File: src/rtl/cnt_ud_eo_checker_pkg.sv
// -----------------------------------------------------------------------------
// cnt_chk_pkg
// Shared definitions for the up/down even/odd counter sequence checker:
//   - chk_state_e   : checker lock state (UNLOCKED, ARMED, TRACK)
//   - CTRL_*        : bit positions of the {preset, ud, oe} control word
//   - PRESET_VAL_DEF: default value the counter loads on preset
// -----------------------------------------------------------------------------
package cnt_chk_pkg;

   typedef enum logic [1:0] {
      ST_UNLOCKED = 2'd0,
      ST_ARMED    = 2'd1,
      ST_TRACK    = 2'd2
   } chk_state_e;

   // Control word layout: {preset, ud, oe}
   localparam int CTRL_W      = 3;
   localparam int CTRL_PRESET = 2;
   localparam int CTRL_UD     = 1;
   localparam int CTRL_OE     = 0;

   localparam int PRESET_VAL_DEF = 10;

endpackage : cnt_chk_pkg

File: src/rtl/cnt_ud_eo_checker_step_predict.sv
// -----------------------------------------------------------------------------
// cnt_step_predict
// Purely combinational next-value predictor for the up/down even/odd counter.
// Ports:
//   prev_i : previously observed counter value
//   ctrl_i : control word {preset, ud, oe} that accompanied prev_i
//   next_o : predicted next counter value (modulo 2^WIDTH)
// -----------------------------------------------------------------------------
module cnt_step_predict
   import cnt_chk_pkg::*;
#(
   parameter int WIDTH      = 4,
   parameter int PRESET_VAL = PRESET_VAL_DEF
) (
   input  logic [WIDTH-1:0]  prev_i,
   input  logic [CTRL_W-1:0] ctrl_i,
   output logic [WIDTH-1:0]  next_o
);

   logic             on_seq;
   logic [WIDTH-1:0] step;

   always_comb begin
      // A value already on the selected parity advances by two to stay on it;
      // an off-parity value needs a single step to get back onto it.
      on_seq = (prev_i[0] == ctrl_i[CTRL_OE]);
      step   = on_seq ? WIDTH'(2) : WIDTH'(1);
      if (ctrl_i[CTRL_PRESET]) begin
         next_o = WIDTH'(PRESET_VAL);
      end else if (ctrl_i[CTRL_UD]) begin
         next_o = prev_i + step;
      end else begin
         next_o = prev_i - step;
      end
   end

endmodule : cnt_step_predict

File: config.mk
export PLATFORM = sky130hd
export DESIGN_NAME = cnt_step_predict
export DESIGN_NICKNAME = d
export VERILOG_FILES = /design/src/rtl/cnt_ud_eo_checker_pkg.sv /design/src/rtl/cnt_ud_eo_checker_step_predict.sv
export SDC_FILE = /design/constraint.sdc
export NUM_CORES = 1
export LEC_CHECK = 0
export CORE_AREA = 2 2 39 41
export DETAILED_ROUTE_END_ITERATION = 7
export DIE_AREA = 0 0 41 43
export PLACE_DENSITY = 0.44
export SETUP_SLACK_MARGIN = 0.15
export SLEW_MARGIN = 20
export SYNTH_ARGS = -nofsm -noshare
export SYNTH_HDL_FRONTEND = slang
export SYNTH_SLANG_ARGS = --single-unit
File: constraint.sdc
create_clock -name vclk -period 3.9
set_input_delay 1.17 -clock vclk [all_inputs]
set_output_delay 1.17 -clock vclk [all_outputs]
set_load 0.02 [all_outputs]
After elaboration in Yosys (flattened, before gate mapping):

Cells that the tools add are included.

* register bits: 0
* input port bits: 7
* output and inout bits: 4

* add/subtract/negate cells: 2
* equal/unequal tests: 1
* mux-type cells: 3

Operators by type and width (number)
* $mux 4: 2
* $add 4x2->4: 1
* $sub 4x2->4: 1
* $mux 2: 1
* $eq 1x1->1: 1

Depth between registers and ports, before layout:

Gate-level depths: netlist (run 1).

* depth after elaboration: 5
* depth in mapped cells: 7
* mapped depth without buffers: 7

Worst setup path after synthesis (run 1):

No wires, ideal clock.

* path kind: in2out
* start point: in ctrl_i[0]
* end point: out next_o[2]
* arrival: 2551 ps
* required time: 2730 ps
* path slack: 179 ps
* stages: 6
* path buffers: 0
* cells stage by stage: inv_1 ha_1 or2b_1 fa_1 xnor2_1 nor2_1

* longest elaborated chain between the ends: 5

Ends and longest elaborated chain
* start: declaration: line cnt_ud_eo_checker_step_predict.sv:16 `input logic [CTRL_W-1:0] ctrl_i,`
* $eq 1x1->1 *: line cnt_ud_eo_checker_step_predict.sv:26 `on_seq = (prev_i[0] == ctrl_i[CTRL_OE]);`
* $mux 2 *: line cnt_ud_eo_checker_step_predict.sv:27 `step = on_seq ? WIDTH'(2) : WIDTH'(1);`
* $sub 4x2->4 / $add 4x2->4 (equally long branches): line cnt_ud_eo_checker_step_predict.sv:33, cnt_ud_eo_checker_step_predict.sv:31
* $mux 4 *: line cnt_ud_eo_checker_step_predict.sv:30 `end else if (ctrl_i[CTRL_UD]) begin`
* $mux 4 *: line cnt_ud_eo_checker_step_predict.sv:28 `if (ctrl_i[CTRL_PRESET]) begin`
* end: declaration: line cnt_ud_eo_checker_step_predict.sv:17 `output logic [WIDTH-1:0] next_o`

Every way passes the cells marked *; elsewhere a longest branch is shown, timed or not.

Worst setup path after layout (run 1):

* start point: in prev_i[0]
* end point: out next_o[3]

* longest elaborated chain between the ends: 5

Ends and longest elaborated chain
* start: declaration: line cnt_ud_eo_checker_step_predict.sv:15 `input logic [WIDTH-1:0] prev_i,`
* $eq 1x1->1: line cnt_ud_eo_checker_step_predict.sv:26
* $mux 2: line cnt_ud_eo_checker_step_predict.sv:27
* $sub 4x2->4 / $add 4x2->4 (equally long branches): line cnt_ud_eo_checker_step_predict.sv:33, cnt_ud_eo_checker_step_predict.sv:31
* $mux 4 *: line cnt_ud_eo_checker_step_predict.sv:30
* $mux 4 *: line cnt_ud_eo_checker_step_predict.sv:28

Marks and branches as above.

==> results of run 1 <==
==> report_power, final <==
part	switching (W)	total (W)	internal, W
registers	0	0	0
logic	0.0000219	0.0000511	0.0000292
clock network	0	0	0
total	0.0000219	0.0000511	0.0000292
==> how the worst min path moves through the flow <==
stage | cells after the start | endpoint | from
final | 5 | next_o[1] | prev_i[0]
after global routing | 5 | next_o[1] | prev_i[0]
after CTS | 5 | next_o[1] | prev_i[0]
after detailed placement | 3 | next_o[2] | ctrl_i[2]
after global placement | 3 | next_o[2] | ctrl_i[2]
after floorplan | 1 | next_o[0] | ctrl_i[2]
==> through the flow <==
step,util [%],area (sq um)
global placement,21.6,299
finish,24.6,340
CTS,23.1,320
detailed placement,21.6,299
floorplan,-,146
global route,24.6,340
==> routing by layer <==
metal | global-route usage [%] | wire (um) | share of wire [%]
met2 | 6.56 | 223 | 55
met3 | 0.524 | 39 | 9.6
met1 | 6.98 | 144 | 35
met4 | 0 | 0 | 0
met5 | 0 | 0 | 0
==> worst max-delay path: stages <==
cell	delay, ns
buf_8	0.10
ha_4	0.22
or2b_1	0.25
ha_1	0.30
nand3_2	0.09
buf_6	0.09
nand3_2	0.04
a21o_1	0.19
buf_6	0.13
==> logic make-up after synthesis <==
kind of cell | count (synthesis) | share of synthesized area [%]
AOI/OAI and AO/OA | 3 | 16.2
adders and majority gates | 4 | 39.3
and+or+nand+nor | 6 | 21.4
xor gates and xnor gates | 3 | 18.0
buffers and inverters | 2 | 5.13
==> layout by cell type (no fill, tap or decap), types with 2 or more instances in the layout <==
| cell | count |
|---|---|
| ha_1 | 2 |
| nand3_2 | 2 |
| xor2_1 | 2 |
| clkdlybuf4s50_1 | 5 |
| a21o_1 | 2 |
| nor2_1 | 2 |
| buf_6 | 4 |
| buf_4 | 3 |
==> layout make-up <==
cell class	count	area share (%)
multi-input combinational	16	48.2
tap	16	5.88
timing repair buffer	15	43.0
inverter	2	2.94
==> timing repair <==
item	4_1_cts	5_1_grt
hold buffers	0	0
gates resized for setup	32	3
hold endpoints to repair	0	0
buffers inserted	0	1
pin swaps	5	4
cloned	0	0
endpoints found under the setup margin	4	2
==> results.sh, run 1 <==
export IMPL_grt_pass1_wl_um=586
export IMPL_finalCriticalPeriod_ns=3.76
export IMPL_fp_coreArea_sq_um=1380
export IMPL_drcViolationCount=0
export IMPL_viasPerCell=3.53
export IMPL_cp_start_kind="input port"
export IMPL_synth_top_cell_area_share_pct=25.6
export IMPL_slew_headroom_pct=85.3
export IMPL_antenna_found_initial=0
export IMPL_track_usage_pct=4.40
export IMPL_design_portCount=11
export IMPL_fmax_ghz=0.266
export IMPL_cp_startpoint="prev_i[0]"
export IMPL_path_max_fanout=2
export IMPL_dieHeight_um=43
export IMPL_numSequentialCells=0
export IMPL_fin_cells=49
export IMPL_drv_cap=0
export IMPL_hp_class="in -> out"
export IMPL_timing_final_crit_share_pct=96.3
export IMPL_avgSynthCellArea_sq_um=8.13
export IMPL_layout_setup_ws_ns=0.144
export IMPL_p_per_area_nw_per_um2=150
export IMPL_dr_pass1_iters=1
export IMPL_fillers=158
export IMPL_syn_to_final_growth_pct=132
export IMPL_synth_area_leaders="ha_1 26%, fa_1 14%, xor2_1 12%, a21o_1 10%, nand3_1 6.8%"
export IMPL_fp_dieArea_sq_um=1760
export IMPL_overflow=0
export IMPL_rows=14
export IMPL_clock_buffers=0
export IMPL_drt_iter0_drc=0
export IMPL_fin_total_pwr_w=0.0000511
export IMPL_status="finished clean"
export IMPL_ys_types=11
export IMPL_hold_viol_final=0
export IMPL_ys_warn_count=0
export IMPL_leakage_nw=0.152
export IMPL_yosysMostFrequentCell="ha_1"
export IMPL_num_vias=173
export IMPL_finalSetupViolCount=0
export IMPL_critPathKind="in -> out"
export IMPL_dp_cells=48
export IMPL_multi_input_area_sq_um=164
export IMPL_final_setup_tns_ns=0
export IMPL_grt_pass1_vias=144
export IMPL_fin_nets=46
export IMPL_syn_inst=18
export IMPL_yosysTopAreaCell="ha_1"
export IMPL_diodes=0
export IMPL_drv_slew=0
export IMPL_synth_area_sq_um=146
export IMPL_hold_ws_ns=2.91
export IMPL_ir_drop_v=0.0000358
export IMPL_worstSetupEndpoint="next_o[3]"
export IMPL_ys_seq_area_share_pct=0
export IMPL_synthesis_nets=29
export IMPL_portBuffers=11
export IMPL_worstMarginPinSlew_ns=0.219
export IMPL_end_kind="output port"
export IMPL_rsz0062_at_grt="yes"
export IMPL_wl_per_cell_um=8.33
export IMPL_regArea_sq_um=0
export IMPL_arrival_ns=2.59
export IMPL_layout_drive_gt1_share_pct=45.5
export IMPL_fp_dieW_um=41
export IMPL_place_worst_setup_slack_ns=-0.720
export IMPL_worst_ep_required_time_ns=2.73
export IMPL_drt_total_wl_um=408
export IMPL_grt_max_degree=5
export IMPL_ant_nets=0
export IMPL_routabilityCongestion=0.699
export IMPL_start_util_pct=10.6
(Power assumes the default switching activity.)
==> run 2, diff against run 1 <==
--- a/config.mk
+++ b/config.mk
@@ -9,6 +9,7 @@
 export DETAILED_ROUTE_END_ITERATION = 7
 export DIE_AREA = 0 0 41 43
 export PLACE_DENSITY = 0.44
+export RECOVER_POWER = 100
 export SETUP_SLACK_MARGIN = 0.15
 export SLEW_MARGIN = 20
 export SYNTH_ARGS = -nofsm -noshare
==> run 2 against run 1 <==
- power decreased by 6.8%
- fmax decreased by 1.2%
- routed wire length increased by 1.5%
- core utilization decreased by 0.99 points
- flip-flop and latch count unchanged
- combinational power decreased by 6.8%
- worst setup slack got worse by 0.044 ns
- die area unchanged
- via count increased by 0.58%
- non-clock buffer count unchanged
- critical endpoint unchanged
==> results.sh, run 2 (synthesis gave the netlist of run 1 again) <==
export IMPL_hp_class="in -> out"
export IMPL_timing_final_crit_share_pct=97.4
export IMPL_drcViolationCount=0
export IMPL_arrival_ns=2.63
export IMPL_p_int_w=0.0000263
export IMPL_design_portCount=11
export IMPL_fin_nets=46
export IMPL_start_util_pct=10.6
export IMPL_drv_cap=0
export IMPL_layout_drive_gt1_share_pct=36.4
export IMPL_fin_total_pwr_w=0.0000476
export IMPL_syn_to_final_growth_pct=123
export IMPL_multi_input_area_sq_um=159
export IMPL_crit_chain="buf_8 > ha_4 > or2b_1 > ha_1 > nand3_1 > buf_6 > nand3_2 > a21o_1 > buf_6"
export IMPL_slew_headroom_pct=83.0
export IMPL_finalSetupViolCount=0
export IMPL_fillers=160
export IMPL_rows=14
export IMPL_finalCriticalPeriod_ns=3.80
export IMPL_mostFrequentLayoutCell="clkdlybuf4s50_1"
export IMPL_min_from="prev_i[0]"
export IMPL_hold_end="next_o[1]"
export IMPL_antenna_found_initial=0
export IMPL_ant_nets=0
export IMPL_wl_per_cell_um=8.45
export IMPL_worstMarginPinSlew_ns=0.256
export IMPL_grt_max_degree=5
export IMPL_place_worst_setup_slack_ns=-0.720
export IMPL_fp_coreArea_sq_um=1380
export IMPL_routabilityCongestion=0.699
export IMPL_path_depth=9
export IMPL_drt_total_wl_um=414
export IMPL_crit_path_max_incr_delay_ns=0.29
export IMPL_end_kind="output port"
export IMPL_path_buf_inv=3
export IMPL_leakage_nw=0.145
export IMPL_clock_buffers=0
export IMPL_crit_slowest_cell="ha_1"
export IMPL_grt_pass1_vias=144
export IMPL_p_switching_w=0.0000213
export IMPL_fmax_ghz=0.263
export IMPL_portBuffers=11
export IMPL_p_per_area_nw_per_um2=146
export IMPL_hold_ws_ns=3.01
export IMPL_critPathKind="in -> out"
export IMPL_crit_family="adder cells"
export IMPL_grt_pass1_wl_um=586
export IMPL_share_comb_of_total_power_pct=100.0
export IMPL_viasPerCell=3.55
export IMPL_status="finished clean"
export IMPL_numSequentialCells=0
export IMPL_fp_dieArea_sq_um=1760
export IMPL_cp_start_kind="input port"
export IMPL_fp_dieW_um=41
export IMPL_diodes=0
export IMPL_drt_iter0_drc=2
export IMPL_mostFrequentLayoutCells="4 x clkdlybuf4s50_1, 3 x buf_6, 3 x buf_4"
export IMPL_swShare_pct=44.7
export IMPL_final_setup_tns_ns=0
export IMPL_ir_drop_v=0.0000337
export IMPL_num_vias=174
export IMPL_track_usage_pct=4.40
export IMPL_crit_top_cell="buf_6"
export IMPL_power_share_sequential_pct=0
export IMPL_hold_viol_final=0
export IMPL_layout_setup_ws_ns=0.100
export IMPL_drv_slew=0
export IMPL_overflow=0
export IMPL_pwr_share_clk_pct=0
export IMPL_worst_ep_required_time_ns=2.73
export IMPL_hold_depth=5
export IMPL_rsz0062_at_grt="yes"
export IMPL_path_max_fanout=2
export IMPL_regArea_sq_um=0
export IMPL_dieHeight_um=43
export IMPL_dr_pass1_iters=2
run 2: power groups by stage:
stage                     Combinational (W)  Sequential [W]  Clock [W]
after floorplan                   0.0000228               0          0
after detailed placement          0.0000456               0          0
after CTS                         0.0000491               0          0
after global placement            0.0000453               0          0
after global routing              0.0000523               0          0
final                             0.0000476               0          0
run 2: cell type report:
type                       instances  area share, %
multi-input combinational         16           48.7
inverter                           2           3.07
timing repair buffer              15           42.1
tap                               16           6.13
run 2: worst max-delay path by stage:
stage	start	endpoint
3_5_place_dp	ctrl_i[0]	next_o[1]
4_1_cts	ctrl_i[0]	next_o[3]
6_report	prev_i[0]	next_o[3]
3_3_place_gp	ctrl_i[0]	next_o[1]
5_1_grt	ctrl_i[0]	next_o[3]
2_1_floorplan	ctrl_i[0]	next_o[2]
run 2: metrics by stage:
stage | cells | utilization [%] | cell area (sq um)
global placement | 48 | 21.6 | 299
floorplan | 18 | - | 146
finish | 49 | 23.6 | 327
detailed placement | 48 | 21.6 | 299
global route | 49 | 23.6 | 327
CTS | 48 | 23.1 | 320
run 2: what timing repair did:
| action | in CTS | in global routing |
|---|---|---|
| hold buffers | 0 | 0 |
| pin swaps | 5 | 4 |
| resized for setup | 32 | 3 |
| cloned | 0 | 0 |
| buffers inserted | 0 | 1 |
| setup endpoints to repair | 4 | 2 |
run 2: layer usage:
layer	vias up	global-route usage (%)	routed length, um
li1	90	-	-
met1	77	6.98	147
met2	7	6.56	224
met3	0	0.524	43
met4	0	0	0
met5	-	0	0
run 2: tightest hold or removal path: cells and delay by family:
kind          cells  cell delay (ns)
fa+ha+maj         2             0.28
buf+inv           2             0.30
simple gates      1             0.10
